File: config.mk
export PLATFORM = sky130hd
export DESIGN_NAME = paddle_quadrature
export DESIGN_NICKNAME = d
export VERILOG_FILES = /design/src/rtl/pong_pkg.sv /design/src/rtl/input_debounce.sv /design/src/rtl/paddle_quadrature.sv
export SDC_FILE = /design/constraint.sdc
export NUM_CORES = 1
export LEC_CHECK = 0
export CORE_MARGIN = 2
export CORE_UTILIZATION = 55
export CTS_CLUSTER_DIAMETER = 150
export DETAILED_ROUTE_END_ITERATION = 10
export PLACE_DENSITY = 0.78
export SYNTH_ARGS = -nofsm -noshare
export SYNTH_HDL_FRONTEND = slang
export SYNTH_HIERARCHICAL = 1
export SYNTH_SLANG_ARGS = --single-unit
File: constraint.sdc
create_clock -name clk -period 4.9 [get_ports clk]
set_input_delay 1.47 -clock clk [delete_from_list [all_inputs] [get_ports clk]]
set_output_delay 1.47 -clock clk [all_outputs]
set_load 0.005 [all_outputs]
File: src/rtl/pong_pkg.sv
// Shared pong definitions: quadrature phase codes and the decoded transition direction.
package pong_pkg;

    localparam logic [1:0] PHASE_0 = 2'b00;
    localparam logic [1:0] PHASE_1 = 2'b01;
    localparam logic [1:0] PHASE_2 = 2'b11;
    localparam logic [1:0] PHASE_3 = 2'b10;

    typedef enum logic [1:0] {
        DIR_NONE    = 2'd0,
        DIR_FWD     = 2'd1,
        DIR_REV     = 2'd2,
        DIR_ILLEGAL = 2'd3
    } dir_t;

    // Forward successor of a phase in the Gray sequence 00 -> 01 -> 11 -> 10 -> 00.
    function automatic logic [1:0] phase_next(input logic [1:0] ph);
        logic [1:0] nxt;
        case (ph)
            PHASE_0: nxt = PHASE_1;
            PHASE_1: nxt = PHASE_2;
            PHASE_2: nxt = PHASE_3;
            default: nxt = PHASE_0;
        endcase
        return nxt;
    endfunction

    // Classify one step from prev to cur; a two-bit change cannot be resolved.
    function automatic dir_t quad_dir(input logic [1:0] prev, input logic [1:0] cur);
        dir_t d;
        if (prev == cur)
            d = DIR_NONE;
        else if ((prev ^ cur) == 2'b11)
            d = DIR_ILLEGAL;
        else if (phase_next(prev) == cur)
            d = DIR_FWD;
        else
            d = DIR_REV;
        return d;
    endfunction

endpackage

File: src/rtl/input_debounce.sv
// Two-flop synchroniser followed by a stable-count debouncer for one raw pin.
module input_debounce #(
    parameter int unsigned DEBOUNCE = 4
) (
    input  logic clk,
    input  logic reset,
    input  logic pin,
    output logic level
);

    localparam int unsigned CW = (DEBOUNCE > 1) ? $clog2(DEBOUNCE) : 1;
    localparam logic [CW-1:0] CNT_LAST = CW'(DEBOUNCE - 1);

    logic          sync_q1;
    logic          sync_q2;
    logic [CW-1:0] cnt;

    // The change is accepted on the DEBOUNCE-th consecutive cycle of disagreement.
    always_ff @(posedge clk or posedge reset) begin
        if (reset) begin
            sync_q1 <= 1'b0;
            sync_q2 <= 1'b0;
            cnt     <= '0;
            level   <= 1'b0;
        end else begin
            sync_q1 <= pin;
            sync_q2 <= sync_q1;
            if (sync_q2 == level) begin
                cnt <= '0;
            end else if (cnt == CNT_LAST) begin
                level <= sync_q2;
                cnt   <= '0;
            end else begin
                cnt <= cnt + CW'(1);
            end
        end
    end

endmodule

File: src/rtl/paddle_quadrature.sv
// Rotary encoder to paddle position: debounce, quadrature decode, detent accumulate, saturate.
module paddle_quadrature
    import pong_pkg::*;
#(
    parameter int unsigned WIDTH    = 5,
    parameter int unsigned MAX_POS  = 27,
    parameter int unsigned DEBOUNCE = 4
) (
    input  logic             clk,
    input  logic             reset,
    input  logic             enc_a,
    input  logic             enc_b,
    input  logic             center,
    output logic [WIDTH-1:0] position,
    output logic             step_up,
    output logic             step_down,
    output logic             error
);

    localparam logic [WIDTH-1:0] POS_MAX = WIDTH'(MAX_POS);
    localparam logic [WIDTH-1:0] POS_MID = WIDTH'(MAX_POS / 2);

    logic              deb_a;
    logic              deb_b;
    logic [1:0]        prev_ab;
    logic [1:0]        cur_ab;
    logic signed [2:0] acc;
    logic signed [3:0] acc_sum;
    dir_t              dir;

    input_debounce #(.DEBOUNCE(DEBOUNCE)) u_deb_a (
        .clk   (clk),
        .reset (reset),
        .pin   (enc_a),
        .level (deb_a)
    );

    input_debounce #(.DEBOUNCE(DEBOUNCE)) u_deb_b (
        .clk   (clk),
        .reset (reset),
        .pin   (enc_b),
        .level (deb_b)
    );

    assign cur_ab = {deb_a, deb_b};
    assign dir    = quad_dir(prev_ab, cur_ab);

    // One extra bit so a full detent (+/-4) is visible before it wraps.
    always_comb begin
        acc_sum = {acc[2], acc};
        case (dir)
            DIR_FWD: acc_sum = acc_sum + 4'sd1;
            DIR_REV: acc_sum = acc_sum - 4'sd1;
            default: ;
        endcase
    end

    always_ff @(posedge clk or posedge reset) begin
        if (reset) begin
            prev_ab   <= PHASE_0;
            acc       <= '0;
            position  <= POS_MID;
            step_up   <= 1'b0;
            step_down <= 1'b0;
            error     <= 1'b0;
        end else begin
            prev_ab   <= cur_ab;
            step_up   <= 1'b0;
            step_down <= 1'b0;
            error     <= 1'b0;
            if (center) begin
                position <= POS_MID;
                acc      <= '0;
            end else if (dir == DIR_ILLEGAL) begin
                error <= 1'b1;
                acc   <= '0;
            end else if (acc_sum == 4'sd4) begin
                step_up <= 1'b1;
                acc     <= '0;
                if (position != POS_MAX)
                    position <= position + WIDTH'(1);
            end else if (acc_sum == -4'sd4) begin
                step_down <= 1'b1;
                acc       <= '0;
                if (position != '0)
                    position <= position - WIDTH'(1);
            end else begin
                acc <= acc_sum[2:0];
            end
        end
    end

endmodule

* Word level (Yosys, flattened, before mapping)
Index checks and enable logic that the tools add are counted.
Word-level totals: register bits after elaboration 23, input port bits 5, output and inout bits 8, logic and storage cells 77
Cells by class: add/subtract/negate cells 6, equal/unequal tests 17, multiplexer cells 30, bitwise gates (word level) 3, reduce and logical (&&, ||, !) cells 7
Operator list (count):
- 5-bit two-way mux | 6
- 2-bit two-way mux | 9
- 2-bit == test, second input constant | 6
- 3-bit two-way mux | 4
- 1-bit two-way mux | 9
- 4-bit one-hot mux with 2 select lines | 1
- 2-bit one-hot mux with 3 select lines | 1
- 3-bit nonzero test | 2
- 5-bit by 1-bit adder with 5-bit output, second input constant | 1
- 5-bit inequality test, second input constant | 1
- 5-bit nonzero test | 1
- 5-bit by 1-bit subtractor with 5-bit output, second input constant | 1
- 2-bit by 1-bit adder with 2-bit output, second input constant | 2
- 3-bit by 2-bit adder with 4-bit output, second input constant | 1
- 2-bit by 1-bit == test with 1-bit output, second input constant | 2
- 2-bit == test | 2
- 4-bit by 3-bit == test with 1-bit output, second input constant | 1
- 4-bit == test, second input constant | 1
- 2-bit AND reduction | 2
- 4-bit AND reduction | 1
- 3-bit by 2-bit subtractor with 4-bit output, second input constant | 1
- 3-bit by 2-bit inequality test with 1-bit output, second input constant | 1
- 1-bit == test | 2
- 2-bit logical NOT | 1
- 3 further kinds | 4

* Depth between registers and ports, before layout
depth in word-level cells 15, mapped depth 17, mapped depth without buffers 17

* Cells and area by module
Netlist, hierarchy kept.
Modules (own cells, without submodules):
- paddle_quadrature | instances 1, cells each 86, area an instance 874.6 um^2, seq. area each 329.1 um^2
- input_debounce | instances 2, cells each 11, area an instance 177.7 um^2, seq. area each 125.1 um^2

* Worst setup path after synthesis
Ideal clock, no wire load.
path kind register to register, from reg u_deb_a.level, to reg position[4], setup time 0.077 ns, arrival time 3.677 ns, required time 4.823 ns, slack 1.146 ns, stages on the path, launching flop included 18, path buffers 0, clock period less this slack 3.754 ns, cell sequence dfrtp_1 xor2_1 inv_1 ha_1 nor2_2 o21ai_2 xnor2_1 ha_1 and3b_1 nor2_1 or2_2 mux2_2 fa_1 a21o_1 a21oi_1 xor2_1 or3_1 a21oi_1
On the way: word-level cells in the longest chain between the ends 10, elaborated cells between the ends (all ways) 21, those cells by class eq/ne: 10; mux: 7; bitwise: 1; reduce/logical: 3
RTL lines:
- start, declared | RTL line input_debounce.sv:8 | output logic level
- start signal, assigned | RTL line input_debounce.sv:31 | level <= sync_q2;
- 2-bit == test or 2-bit XOR (tied branches) | RTL line pong_pkg.sv:35, pong_pkg.sv:33
- 2-bit two-way mux or 2-bit == test (tied branches) | RTL line pong_pkg.sv:35, pong_pkg.sv:33
- 2-bit two-way mux | RTL line pong_pkg.sv:33 | else if ((prev ^ cur) == 2'b11)
- 2-bit two-way mux (*) | RTL line pong_pkg.sv:31 | if (prev == cur)
- 2-bit == test or 2-bit by 1-bit == test with 1-bit output (tied branches) | RTL line paddle_quadrature.sv:51 | case (dir)
- 4-bit one-hot mux with 2 select lines | RTL line paddle_quadrature.sv:51
- 4-bit == test | RTL line paddle_quadrature.sv:77 | end else if (acc_sum == 4'sd4) begin
- 5-bit two-way mux | RTL line paddle_quadrature.sv:77
- 5-bit two-way mux | RTL line paddle_quadrature.sv:74 | end else if (dir == DIR_ILLEGAL) begin
- 5-bit two-way mux | RTL line paddle_quadrature.sv:71 | if (center) begin
- end signal, assigned | RTL line paddle_quadrature.sv:81 | position <= position + WIDTH'(1);
- end signal, assigned | RTL line paddle_quadrature.sv:86 | position <= position - WIDTH'(1);
- end, declared | RTL line paddle_quadrature.sv:14 | output logic [WIDTH-1:0] position,
Every way passes the cells marked *; elsewhere a longest branch is shown, timed or not. The select of a mux whose other input is x is not followed. A chain may end at the register's enable or synchronous reset.

* Worst setup path after layout
from reg u_deb_b.level, to reg position[4]
On the way: word-level cells in the longest chain between the ends 10, elaborated cells between the ends (all ways) 21, those cells by class eq/ne: 10; mux: 7; bitwise: 1; reduce/logical: 3
RTL lines (RTL line):
- start, declared | input_debounce.sv:8
- start signal, assigned | input_debounce.sv:31
- 2-bit == test or 2-bit XOR (tied branches) | pong_pkg.sv:35, pong_pkg.sv:33
- 2-bit two-way mux or 2-bit == test (tied branches) | pong_pkg.sv:35, pong_pkg.sv:33
- 2-bit two-way mux | pong_pkg.sv:33
- 2-bit two-way mux (*) | pong_pkg.sv:31
- 2-bit == test or 2-bit by 1-bit == test with 1-bit output (tied branches) | paddle_quadrature.sv:51
- 4-bit one-hot mux with 2 select lines | paddle_quadrature.sv:51
- 4-bit == test | paddle_quadrature.sv:77
- 5-bit two-way mux | paddle_quadrature.sv:77
- 5-bit two-way mux | paddle_quadrature.sv:74
- 5-bit two-way mux | paddle_quadrature.sv:71
Marks and branches as above.

==> results by group <==
Synth
  • Top FF cell, synth: dfrtp_1
  • Count leader, synth: dfrtp_1
  • Avg Inst Size Synth: 11.39 µm²
  • Post-Synth Simple-Gate Area: 0.1679
  • #FFs+latches synth: 23
  • Cells after Synth: 108
  • Post-Synth Adder-Cell Area: 0.1078
  • Syn_nets: 123
  • Post-Synth XOR/XNOR Area: 0.09868
  • Ys async rst share: 1.000
  • Mux cell area share after synthesis: 0.06002
  • Post-synth top cells: dfrtp_1, ha_1, xnor2_1, nor2_1, inv_1
  • Yosys warns: 6
  • Synth Area in Compound Gates: 0.06612
  • Synthesized area: 1230 µm²
  • Main combinational cell family by area after synthesis: simple AND/OR/NAND/NOR gates
  • Dominant cells by area after synthesis: dfrtp_1, ha_1, dfstp_2
  • Area share of the largest cell type after synthesis: 0.4069
  • Seq/Total Area, Yosys: 0.4710
  • Post-synth EDFFs: 0
  • Count of cell types in the netlist: 36
  • Yosys top cell by area: dfrtp_1

Timing
  • Peak Freq: 241.3 MHz
  • Fin. max-slew vios: 0
  • Unrepaired setup endpoints after global routing: false
  • Final Hold Vio Count: 0
  • Slew at the pin closest to its max-slew limit: 543.5 ps
  • Final setup fails: 0
  • Post-route minimum period: 4144 ps
  • Hold WS: 371.6 ps
  • Total negative slack: 0 ps
  • Rel. slew slack: 0.6343
  • Clock skew: 6.659 ps
  • Final Cycle Share: 0.8457

Final layout
  • Multi-input gate area: 615.6 µm²
  • Layout overhead on the synthesized area: 14.04%
  • Sequential cell area: 579.3 µm²
  • # diodes: 0
  • Final-layout fill cell count: 178
  • Final core utilization: 0.6465
  • Share of cells above drive strength 1: 0.1393
  • NumNets Final: 138

Drt
  • Post-DRT Antenna Nets: 0
  • First-pass iteration count of the detailed router: 4
  • Final wirelength: 2158 µm
  • Post-DR vias/cell: 5.413
  • Wire per inst: 14.39 µm
  • Drt initial violations: 13
  • Via Count: 812
  • DRC: 0

Place
  • Routability congestion estimate: 0.8180
  • PortBufs: 12
  • Final HPWL DP: 1676 µm

Floorplanning
  • CORE AREA: 2170 µm²
  • Die H: 51.29 µm
  • IO Count: 13
  • Row count: 17
  • Die width: 51.29 µm
  • Die ar.: 2631 µm²
  • Initial Utilization: 0.5669

GRT
  • Overflow after GRT: 0
  • First-pass GRT wire length: 3815 µm
  • Vias in the first global route: 871
  • Total track usage: 0.2024
  • Largest net degree at the start of global routing: 15
  • Initial antenna violation count: 0

Clock tree
  • Worst-Skew Late Latency: 320 ps
  • CTS buffer count: 3
  • CTS clk-pin slew, worst paths: 120 ps
  • H-tree Lvls: 1
  • Cts repair resizes: 0
  • Clk sinks: 23
  • Postcts setup bufs: 0
  • Clock Path Buffers: 2
  • TritonCTS clock tree: done
  • Hold_buf cts: 0
  • Clock Tree Root: clkbuf_4

Worst setup path
  • CP max stage delay: 470 ps
  • Worst reg2reg setup slack: 760 ps
  • Slowest cell on the critical path: dfrtp_1
  • CP Data Required Time: 5140 ps
  • Worst Path Buf+Inv: 1
  • Kind of end point of the critical path: flip-flop
  • Crit-path cells: xnor2_1 -> inv_1 -> ha_1 -> nor2_2 -> o21ai_2 -> xnor2_1 -> ha_1 -> and3b_1 -> nor2_1 -> or2_2 -> mux2_2 -> fa_1 -> a21o_1 -> a21oi_1 -> xor2_1 -> or3_1 -> a21oi_1
  • Crit Path Class: reg -> reg
  • Max Fanout on Critical Path: 6
  • Critical Path Start Type: flip-flop
  • Family with the most delay on the worst path: simple AND/OR/NAND/NOR gates
  • Crit path DAT: 4390 ps

Worst hold path
  • HP Class: reg -> reg

Run status
  • Status: complete, no violations

Job
  • Number of max-cap violations: 0
-- area by class of cell --
class / count / area share
timing repair buffer: 12 / 0.08564
sequential: 23 / 0.4130
inverter: 6 / 0.01606
clock buffer: 3 / 0.01606
tap: 28 / 0.02498
clock inverter: 1 / 0.005352
multi-input combinational: 77 / 0.4389
-- per-stage QoR --
stage | worst slack (ps) | std cells | area [µm²]
6_report | 756.1 | 150 | 1403
3_3_place_gp | 983.7 | 146 | 1373
2_1_floorplan | 1146 | 108 | 1230
5_1_grt | 439.4 | 150 | 1403
3_5_place_dp | 797.4 | 146 | 1373
4_1_cts | 749.6 | 150 | 1403
-- path summary, 6_finish.rpt --
kind,depth (start not counted),from,end
max,17,u_deb_b/level,position[4]
min,0,u_deb_a/sync_q1,u_deb_a/sync_q2
max reg2reg,17,u_deb_b/level,position[4]
min reg2reg,0,u_deb_a/sync_q1,u_deb_a/sync_q2
max in group asynchronous,2,reset,position[2]
min in group asynchronous,2,reset,u_deb_a/cnt[0]
-- flip-flops by register name, indices dropped and copies added, names as in the netlist --
register	cells
step_down	1
u_deb_b/cnt	2
prev_ab	2
position	5
u_deb_a/sync_q2	1
step_up	1
error	1
u_deb_a/cnt	2
u_deb_b/sync_q2	1
acc	3
u_deb_a/sync_q1	1
u_deb_b/sync_q1	1
u_deb_b/level	1
u_deb_a/level	1
-- layer usage --
metal / GRT usage / vias up / wire [µm]
met3: 0.04386 / 6 / 63
li1: - / 398 / -
met1: 0.2402 / 394 / 879
met5: 0 / - / 0
met2: 0.3377 / 14 / 1152
met4: 0.1184 / 0 / 63
-- cell usage in the layout (no fill, tap or decap), types with 2 or more instances in the layout --
| cell type | netlist | layout |
|---|---|---|
| dfrtp_1 | 20 | 20 |
| xnor2_1 | 8 | 8 |
| nor2_1 | 7 | 7 |
| a21o_1 | 2 | 2 |
| a211o_1 | 2 | 2 |
| nor3_2 | 2 | 2 |
| inv_1 | 6 | 6 |
| ha_1 | 9 | 9 |
| xor2_1 | 4 | 4 |
| dfstp_2 | 3 | 3 |
| mux2i_1 | 4 | 4 |
| nand3_1 | 2 | 2 |
| o21ai_0 | 2 | 2 |
| nor3_1 | 2 | 2 |
| mux2_2 | 3 | 3 |
| or2_2 | 2 | 2 |
| a21oi_1 | 3 | 3 |
| nor4_1 | 3 | 3 |
| nor2b_1 | 4 | 4 |
| clkbuf_4 | 0 | 3 |
| clkdlybuf4s50_1 | 0 | 12 |
| o211ai_1 | 2 | 2 |
| nand2_1 | 3 | 3 |
-- logic make-up after synthesis --
kind of cell             after synthesis
flip-flops                            23
AO/OA/AOI/OAI                         12
multiplexers                           7
buffers and inverters                  8
AND/OR/NAND/NOR                       35
XOR/XNOR                              13
adder cells (fa/ha/maj)               10
-- worst register-to-register path: cells and delay by family, from the launching register on --
| family | cells | cell delay (ps) |
|---|---|---|
| adder cells (fa/ha/maj) | 3 | 940 |
| flip-flops | 1 | 470 |
| AND/OR/NAND/NOR | 5 | 1090 |
| multiplexers | 1 | 350 |
| XOR/XNOR | 3 | 490 |
| AO/OA/AOI/OAI | 4 | 640 |
| buffers and inverters | 1 | 110 |
Power is left out: the tool's default activity adds up to more than one toggle a clock period on the data nets, which glitch-free logic cannot reach.
